**src/rtl/red_pitaya_avg_block.sv**
```systemverilog
// red_pitaya_avg_block: power-of-two window averager for one DSP bus slot (mean, sum, window count).
// Optional feature: define AVG_MINMAX_EN to build the window min/max trackers; otherwise MIN/MAX read 0.
module red_pitaya_avg_block #(
  parameter int SIGNALBITS  = 14,
  parameter int LOG_MAX_AVG = 16
) (
  input  logic                         clk_i,
  input  logic                         rst_i,
  input  logic signed [SIGNALBITS-1:0] dat_i,
  input  logic                         trig_i,
  output logic signed [SIGNALBITS-1:0] dat_o,
  input  logic [15:0]                  addr,
  input  logic                         wen,
  input  logic                         ren,
  input  logic [31:0]                  wdata,
  output logic [31:0]                  rdata,
  output logic                         ack
);

  localparam int ACCBITS = SIGNALBITS + LOG_MAX_AVG;

  localparam logic [15:0] A_CTRL   = 16'h0100;
  localparam logic [15:0] A_LOG2N  = 16'h0104;
  localparam logic [15:0] A_MEAN   = 16'h0108;
  localparam logic [15:0] A_MIN    = 16'h010C;
  localparam logic [15:0] A_MAX    = 16'h0110;
  localparam logic [15:0] A_SUM_LO = 16'h0114;
  localparam logic [15:0] A_SUM_HI = 16'h0118;
  localparam logic [15:0] A_COUNT  = 16'h011C;

  typedef enum logic {S_IDLE, S_ACQ} state_t;

  state_t                       r_state;
  logic                         r_cont;
  logic                         r_trig_en;
  logic                         r_done;
  logic [4:0]                   r_log2n;
  logic [4:0]                   r_n_sh;
  logic signed [ACCBITS-1:0]    r_acc;
  logic signed [ACCBITS-1:0]    r_sum;
  logic [LOG_MAX_AVG-1:0]       r_cnt;
  logic signed [SIGNALBITS-1:0] r_mean;
  logic [15:0]                  r_count;
  logic [31:0]                  r_rdata;
  logic                         r_ack;

  logic                         w_wr_ctrl;
  logic                         w_wr_log2n;
  logic                         w_start;
  logic                         w_abort;
  logic                         w_go;
  logic                         w_last;
  logic                         w_win_end;
  logic [LOG_MAX_AVG:0]         w_n;
  logic [4:0]                   w_log2n_clamped;
  logic signed [ACCBITS-1:0]    w_dat_ext;
  logic signed [ACCBITS-1:0]    w_sum;
  logic signed [ACCBITS-1:0]    w_mean_full;
  logic signed [SIGNALBITS-1:0] w_mean;
  logic [63:0]                  w_sum_ext;
  logic signed [SIGNALBITS-1:0] w_min_rd;
  logic signed [SIGNALBITS-1:0] w_max_rd;
  logic [31:0]                  w_rd_data;
  logic                         w_unused_mean;

  assign w_wr_ctrl  = wen && (addr == A_CTRL);
  assign w_wr_log2n = wen && (addr == A_LOG2N);
  assign w_start    = w_wr_ctrl && wdata[0];
  assign w_abort    = w_wr_ctrl && wdata[2];

  // Abort suppresses a start carried in the same CTRL write.
  assign w_go = (r_state == S_IDLE) && !w_abort && (w_start || (r_trig_en && trig_i));

  assign w_log2n_clamped = (wdata > 32'(LOG_MAX_AVG)) ? 5'(LOG_MAX_AVG) : wdata[4:0];

  assign w_n       = (LOG_MAX_AVG+1)'(1) << r_n_sh;
  assign w_last    = ({1'b0, r_cnt} == (w_n - (LOG_MAX_AVG+1)'(1)));
  assign w_win_end = (r_state == S_ACQ) && !w_abort && w_last;

  assign w_dat_ext     = {{LOG_MAX_AVG{dat_i[SIGNALBITS-1]}}, dat_i};
  assign w_sum         = r_acc + w_dat_ext;
  assign w_mean_full   = w_sum >>> r_n_sh;
  assign w_mean        = w_mean_full[SIGNALBITS-1:0];
  assign w_unused_mean = ^w_mean_full[ACCBITS-1:SIGNALBITS];
  assign w_sum_ext     = {{(64-ACCBITS){r_sum[ACCBITS-1]}}, r_sum};

  always_ff @(posedge clk_i) begin
    if (rst_i) begin
      r_state   <= S_IDLE;
      r_cont    <= 1'b0;
      r_trig_en <= 1'b0;
      r_done    <= 1'b0;
      r_log2n   <= '0;
      r_n_sh    <= '0;
      r_acc     <= '0;
      r_sum     <= '0;
      r_cnt     <= '0;
      r_mean    <= '0;
      r_count   <= '0;
    end else begin
      if (w_wr_ctrl) begin
        r_cont    <= wdata[1];
        r_trig_en <= wdata[3];
      end
      if (w_wr_log2n)
        r_log2n <= w_log2n_clamped;
      if (ren && (addr == A_MEAN))
        r_done <= 1'b0;

      case (r_state)
        S_IDLE: begin
          if (w_go) begin
            r_state <= S_ACQ;
            r_n_sh  <= r_log2n;
            r_acc   <= '0;
            r_cnt   <= '0;
          end
        end
        S_ACQ: begin
          if (w_abort) begin
            r_state <= S_IDLE;
          end else if (w_last) begin
            r_mean  <= w_mean;
            r_sum   <= w_sum;
            r_done  <= 1'b1;
            r_count <= r_count + 16'd1;
            // Continuous mode re-arms on the same edge so no sample is skipped.
            if (r_cont) begin
              r_n_sh <= r_log2n;
              r_acc  <= '0;
              r_cnt  <= '0;
            end else begin
              r_state <= S_IDLE;
            end
          end else begin
            r_acc <= w_sum;
            r_cnt <= r_cnt + LOG_MAX_AVG'(1);
          end
        end
        default: r_state <= S_IDLE;
      endcase
    end
  end

`ifdef AVG_MINMAX_EN
  localparam logic signed [SIGNALBITS-1:0] MIN_INIT = {1'b0, {(SIGNALBITS-1){1'b1}}};
  localparam logic signed [SIGNALBITS-1:0] MAX_INIT = {1'b1, {(SIGNALBITS-1){1'b0}}};

  logic signed [SIGNALBITS-1:0] r_run_min;
  logic signed [SIGNALBITS-1:0] r_run_max;
  logic signed [SIGNALBITS-1:0] r_min;
  logic signed [SIGNALBITS-1:0] r_max;
  logic signed [SIGNALBITS-1:0] w_min_nxt;
  logic signed [SIGNALBITS-1:0] w_max_nxt;

  assign w_min_nxt = (dat_i < r_run_min) ? dat_i : r_run_min;
  assign w_max_nxt = (dat_i > r_run_max) ? dat_i : r_run_max;

  always_ff @(posedge clk_i) begin
    if (rst_i) begin
      r_run_min <= '0;
      r_run_max <= '0;
      r_min     <= '0;
      r_max     <= '0;
    end else begin
      if (w_win_end) begin
        r_min <= w_min_nxt;
        r_max <= w_max_nxt;
      end
      if (w_go || (w_win_end && r_cont)) begin
        r_run_min <= MIN_INIT;
        r_run_max <= MAX_INIT;
      end else if ((r_state == S_ACQ) && !w_abort) begin
        r_run_min <= w_min_nxt;
        r_run_max <= w_max_nxt;
      end
    end
  end

  assign w_min_rd = r_min;
  assign w_max_rd = r_max;
`else
  assign w_min_rd = '0;
  assign w_max_rd = '0;
`endif

  always_comb begin
    w_rd_data = '0;
    case (addr)
      A_CTRL:   w_rd_data = {28'b0, r_trig_en, r_done, r_cont, (r_state == S_ACQ)};
      A_LOG2N:  w_rd_data = {27'b0, r_log2n};
      A_MEAN:   w_rd_data = {{(32-SIGNALBITS){r_mean[SIGNALBITS-1]}}, r_mean};
      A_MIN:    w_rd_data = {{(32-SIGNALBITS){w_min_rd[SIGNALBITS-1]}}, w_min_rd};
      A_MAX:    w_rd_data = {{(32-SIGNALBITS){w_max_rd[SIGNALBITS-1]}}, w_max_rd};
      A_SUM_LO: w_rd_data = w_sum_ext[31:0];
      A_SUM_HI: w_rd_data = w_sum_ext[63:32];
      A_COUNT:  w_rd_data = {16'b0, r_count};
      default:  w_rd_data = '0;
    endcase
  end

  always_ff @(posedge clk_i) begin
    if (rst_i) begin
      r_ack   <= 1'b0;
      r_rdata <= '0;
    end else begin
      r_ack   <= (wen || ren) && (addr >= 16'h0100);
      r_rdata <= (ren && (addr >= 16'h0100)) ? w_rd_data : '0;
    end
  end

  assign dat_o = r_mean;
  assign rdata = r_rdata;
  assign ack   = r_ack;

endmodule

```
**config.mk**
```make
export PLATFORM = sky130hd
export DESIGN_NAME = red_pitaya_avg_block
export DESIGN_NICKNAME = d
export VERILOG_FILES = /design/src/rtl/red_pitaya_avg_block.sv
export SDC_FILE = /design/constraint.sdc
export NUM_CORES = 1
export LEC_CHECK = 0
export ABC_CLOCK_PERIOD_IN_PS = 4200
export BUFFER_PORTS_ARGS = -buffer_cell sky130_fd_sc_hd__buf_2
export CAP_MARGIN = 20
export CORE_ASPECT_RATIO = 0.9
export CORE_MARGIN = 2
export CORE_UTILIZATION = 60
export DETAILED_ROUTE_END_ITERATION = 10
export GPL_TIMING_DRIVEN = 1
export PLACE_DENSITY = 0.83
export SLEW_MARGIN = 40
export SYNTH_ARGS = -nofsm -noshare
export SYNTH_HDL_FRONTEND = slang
export SYNTH_SLANG_ARGS = --single-unit
```
**constraint.sdc**
```tcl
create_clock -name clk_i -period 4.2 [get_ports clk_i]
set_input_delay 0.42 -clock clk_i [delete_from_list [all_inputs] [get_ports clk_i]]
set_output_delay 0.42 -clock clk_i [all_outputs]
set_load 0.05 [all_outputs]
```
==> impl_metrics.yaml, run 1 <==
status:
  status: "finished, final reports clean"
floorplanning:
  start_util_pct: 61.1
  rows: 45
  pin_count: 114
  die_h_um: 128
  die-area_um2: 18100
  core_um2: 16800
  dieWidth_um: 142
timing:
  slew-limit-headroom_pct: 42.5
  worstMarginPinSlew_ps: 856
  layout_min_cycle_time_ps: 4000
  skew_ps: 7.55
  maxSlewViolCount: 0
  hold_viol_final: 0
  final.period_utilization_pct: 95.2
  fin_setup_tns_ps: 0
  rsz0062_at_grt: "false"
  setup_ws_ps: 201
  fmax_mhz: 250
  setup_viol: 0
power:
  finalPower_w: 0.00318
  swShare_pct: 27.3
  combPwrFrac_pct: 8.3
  ir_drop_v: 0.000325
  power.density_nw_per_um2: 274
  p_clk_share_pct: 46.7
  switching_power_w: 0.000867
  p_seq_share_pct: 45.1
  p_leak_nw: 4.61
  intPower_w: 0.00231
layout:
  layout_common_cells: "nand2_1 (219), a21oi_1 (181), dfxtp_1 (151)"
  final_layout_size_suffix_gt1_share_pct: 16.0
  post-route-util_pct: 69.0
  fin_nets: 1547
  stdcell_count: 1671
  final_common_cell: "nand2_1"
  antenna_cells: 0
  syn_to_final_growth_pct: 13.0
yosys:
  synth_edf_count: 0
  ys_types: 88
  synth.top_cell.area_share_pct: 29.5
  syn_area_um2: 10200
  yosysSeqAreaShare_pct: 29.5
  yosysTopAreaCell: "dfxtp_1"
  synth_area_leaders: "dfxtp_1 (30%), a21oi_1 (8.9%), nand2_1 (8.0%)"
  async_flop_share_pct: 0
  syn_inst: 1364
  synth_nets: 1464
  avgSynthCellArea_um2: 7.51
  ys.flop_type: "dfxtp_1"
  synth_warnings: 0
  synth-seq-cells: 151
drt:
  drc: 0
  first_pass_iters: 6
  routed_wl_mm: 34.4
  ant_nets: 0
  dr.first_iter.drc_count: 1352
  vias: 11100
  routedWlPerCell_um: 20.6
  via_per_inst: 6.63
setup_path:
  startpoint_type: "flop"
  cp.required_ps: 4510
  cp_max_fo: 17
  crit_type: "flop to flop"
  worstSetupEndpointType: "flop"
  cp.arrival_ps: 4310
cts:
  cts_tree: "done"
  ctsResizeCount: 0
  cts_setup_buffers: 0
  h-tree-depth: 4
  clockBufferDepth: 2
  cts_sinks: 151
  cts_hold_buffers: 0
  clock_latency_ps: 440
  cts_buffers: 17
  ctsRootBufferMaster: "clkbuf_16"
  path_clk_slew_ps: 70
placed_design:
  placedCellCount: 1639
  gp_congestion: 1.02
  hpwl_mm: 25.5
  pre_cts_ws_ps: 263
  portBuffers: 113
global_route:
  grt_pass1_wl_mm: 53.5
  grt_overflow: 0
  grt_use_total_pct: 37.7
  grt_max_degree: 49
  antenna_found_initial: 0
  grt_pass1_vias: 9817
hold_path:
  hold_class: "primary input to flop"
job:
  maxCapViolCount: 0
## power groups by stage
stage                     combinational, W  clock [W]  sequential, W
after CTS                         0.000255    0.00149        0.00143
after global routing              0.000282    0.00155        0.00143
after global placement            0.000250          0        0.00146
after detailed placement          0.000254          0        0.00146
final                             0.000263    0.00148        0.00143
after floorplan                   0.000156          0        0.00147
## synthesized netlist by cell type (7+ instances only)
| master | n |
|---|---|
| and3_1 | 23 |
| nor4_1 | 14 |
| a22oi_1 | 14 |
| a21o_1 | 16 |
| o221ai_1 | 8 |
| xnor2_1 | 22 |
| o21ai_0 | 39 |
| nand4_1 | 23 |
| clkbuf_1 | 55 |
| o21bai_1 | 13 |
| o21ai_1 | 7 |
| ha_1 | 32 |
| nand2b_1 | 9 |
| nand3_1 | 35 |
| buf_2 | 25 |
| mux2i_1 | 21 |
| o21a_1 | 15 |
| xor2_1 | 28 |
| and4_1 | 10 |
| mux4_2 | 10 |
| nand2_1 | 219 |
| a211oi_1 | 17 |
| dfxtp_1 | 151 |
| and2_1 | 12 |
| nor3_1 | 23 |
| o211ai_1 | 19 |
| a21oi_1 | 182 |
| a31oi_1 | 10 |
| inv_1 | 20 |
| a211o_1 | 9 |
| a221oi_1 | 10 |
| nor2_1 | 137 |
## routing by layer
metal / track usage (%) / wire length [um] / share of wire [%]
met1: 52.6 / 14900 / 43
met2: 59.3 / 15400 / 45
met3: 6.65 / 3040 / 8.8
met4: 12.4 / 1010 / 2.9
met5: 0 / 0 / 0
## state kept, by name, summed over array words and instances (netlist names), 5 cells and up
name and flops:
r_sum 30, r_acc 30, r_count 16, r_cnt 16, rdata 30, dat_o 14
r_n_sh 5, r_log2n 5
## worst max-delay path, stage by stage (launching register included)
cell and delay, ps:
dfxtp_1 320, nor3_2 350, nand2_1 150, ha_1 360, nor2_1 240, a31oi_1 120, o32ai_1 420, xnor2_1 160
nor3b_2 280, and4_1 470, buf_4 320, o211ai_1 150, a221oi_1 390, a31oi_1 140
## stage by stage
stage                     hold WS [ps]  cell area (um2)
final                              212            11600
after global routing               211            11600
after CTS                          204            11600
after detailed placement           445            11000
after global placement             440            11000
after floorplan                    432            10200
## cell type report
| type | instances | area, um2 |
|---|---|---|
| clock buffers | 17 | 425 |
| well taps | 211 | 264 |
| inverters | 21 | 78.8 |
| multi-input cells | 1104 | 6790 |
| clock inverters | 15 | 140 |
| repair buffers | 152 | 858 |
| flip-flops and latches | 151 | 3020 |
| fillers | 1452 | 5200 |
## cells by family after synthesis
group                    Yosys count  synth area share (%)
AND/OR/NAND/NOR                  553                  25.3
AO/OA/AOI/OAI                    432                  27.4
flip-flops                       151                  29.5
buffers and inverters            109                  4.41
XOR/XNOR                          52                  4.71
multiplexers                      34                  4.58
adder cells (fa/ha/maj)           33                  4.10
## final timing paths
| check | cells after the start | start | slack [ps] | to |
|---|---|---|---|---|
| max | 13 | r_n_sh[4] | 200 | dat_o[2] |
| min | 2 | ren | 210 | ack |
| max reg2reg | 13 | r_n_sh[4] | 200 | dat_o[2] |
| min reg2reg | 2 | r_sum[23] | 450 | r_sum[23] |
No activity file was read; power rests on OpenSTA's default activity.
==> run 2, diff against run 1 <==
--- a/config.mk
+++ b/config.mk
@@ -13,7 +13,7 @@
 export CORE_UTILIZATION = 60
 export DETAILED_ROUTE_END_ITERATION = 10
 export GPL_TIMING_DRIVEN = 1
-export PLACE_DENSITY = 0.83
+export PLACE_DENSITY = 0.81
 export SLEW_MARGIN = 40
 export SYNTH_ARGS = -nofsm -noshare
 export SYNTH_HDL_FRONTEND = slang
==> run 2 against run 1 <==
Clock power rose by 14%. Hold slack gained 26 ps. Die area unchanged. Register-to-register slack gained 120 ps. Non-clock buffer count is 10 higher. Core utilization up 0.95 points. Final area is 1.4% higher. Routed wire length grew 2.2%. Sequential share of layout area fell by 0.36 points. Sequential power about the same. First-iteration DRC count grew 0.96%. Flip-flop and latch count is the same. Critical path type unchanged. Critical endpoint is now dat_o[6]. Largest cell class unchanged.
==> impl_metrics.yaml, run 2 (synthesized netlist as in run 1, its figures left out) <==
cts:
  cts_tree: "done"
  h-tree-depth: 4
  ctsRootBufferMaster: "clkbuf_16"
  cts_sinks: 151
  path_clk_slew_ps: 70
  cts_hold_buffers: 0
  ctsResizeCount: 0
  cts_setup_buffers: 0
  clock_latency_ps: 440
  cts_buffers: 17
  clockBufferDepth: 2
layout:
  antenna_cells: 0
  final_layout_size_suffix_gt1_share_pct: 16.4
  stdcell_count: 1681
  final_common_cell: "nand2_1"
  fin_nets: 1557
  syn_to_final_growth_pct: 14.6
  layout_common_cells: "nand2_1 (219), a21oi_1 (182), dfxtp_1 (151)"
  nFillCells: 1387
drt:
  routed_wl_mm: 35.2
  ant_nets: 0
  top_layer: "met4"
  vias: 11100
  drc: 0
  routedWlPerCell_um: 20.9
  wl_met2_mm: 15.4
  wl_met1_mm: 14.5
  first_pass_iters: 8
  via_per_inst: 6.60
  dr.first_iter.drc_count: 1365
  route.met3.wl_mm: 3.96
setup_path:
  cp_max_fo: 4
  r2r_cells: 13
  crit_type: "flop to flop"
  cp.arrival_ps: 4250
  reg2reg_to: "dat_o[6]"
  startpoint_type: "flop"
  worstSetupEndpointType: "flop"
  rrSetupSlack_ps: 320
  cp.required_ps: 4570
  timing.rr.start: "r_acc[0]"
global_route:
  grt_max_degree: 43
  grt_use_total_pct: 38.4
  grt_overflow: 0
  grt_pass1_vias: 10100
  antenna_found_initial: 1
  grt_pass1_wl_mm: 54.6
placed_design:
  placedCellCount: 1649
  hpwl_mm: 25.9
  gp_congestion: 1.09
  pre_cts_ws_ps: 202
  portBuffers: 113
timing:
  slew-limit-headroom_pct: 45.0
  hold_viol_final: 0
  setup_ws_ps: 321
  setup_viol: 0
  worstMarginPinSlew_ps: 825
  maxSlewViolCount: 0
  layout_min_cycle_time_ps: 3880
  fmax_mhz: 258
  skew_ps: 14.3
  fin_setup_tns_ps: 0
  rsz0062_at_grt: "false"
  final.period_utilization_pct: 92.4
hold_path:
  hold_path_end: "ack"
  hold_class: "primary input to flop"
  min_from: "ren"
  worstHoldPathCells: 2
job:
  maxCapViolCount: 0
floorplanning:
  pin_count: 114
  rows: 45
  dieWidth_um: 142
  core_um2: 16800
  die_h_um: 128
  die-area_um2: 18100
  start_util_pct: 61.1
status:
  status: "finished, final reports clean"
power:
  ir_drop_v: 0.000266
  finalPower_w: 0.00339
  p_leak_nw: 4.70
  power.density_nw_per_um2: 288
## run 2: where the power goes
part	switching (W)	total (W)	internal, W	leakage [nW]
Clock	0.000719	0.00168	0.000965	0.310
Sequential	0.000000223	0.00143	0.00143	1.22
Combinational	0.000170	0.000270	0.000100	3.17
## run 2: cell type report
cell class,instances,area [um2],share of cell area (%)
Multi-Input combinational cell,1104,6780,57.8
Sequential cell,151,3020,25.7
Timing Repair Buffer,162,958,8.16
Clock buffer,17,425,3.62
Tap cell,211,264,2.25
Clock inverter,15,210,1.79
Inverter,21,78.8,0.671
## run 2: worst max-delay path, cell delays in order, from the launching register on
cell	delay [ps]
dfxtp_1	340
ha_1	170
inv_1	60
fa_1	400
nand2b_1	190
a21oi_2	190
o21ai_1	170
a21oi_1	590
mux2i_1	450
and2_1	300
inv_1	60
mux4_2	470
o311a_1	300
a21oi_1	130
## run 2: per-stage QoR
step	util [%]	area, um2	hold WS, ps
2_1_floorplan	-	10200	432
3_3_place_gp	66.2	11100	442
3_5_place_dp	66.2	11100	445
4_1_cts	69.9	11700	234
5_1_grt	70.0	11700	240
6_report	70.0	11700	238
## run 2: worst max path at each step
stage,cells after the start,slack [ps],end,from
2_1_floorplan,19,430,r_count[7],r_n_sh[1]
3_3_place_gp,12,240,dat_o[6],dat_i[13]
3_5_place_dp,12,200,dat_o[6],dat_i[13]
4_1_cts,13,430,dat_o[6],r_acc[0]
5_1_grt,13,60,r_count[7],r_n_sh[1]
6_report,13,320,dat_o[6],r_acc[0]
## run 2: layer usage
layer	global-route usage [%]	vias to the layer above
li1	-	5183
met1	51.2	5179
met2	58.7	628
met3	11.5	103
met4	14.9	0
met5	0	-
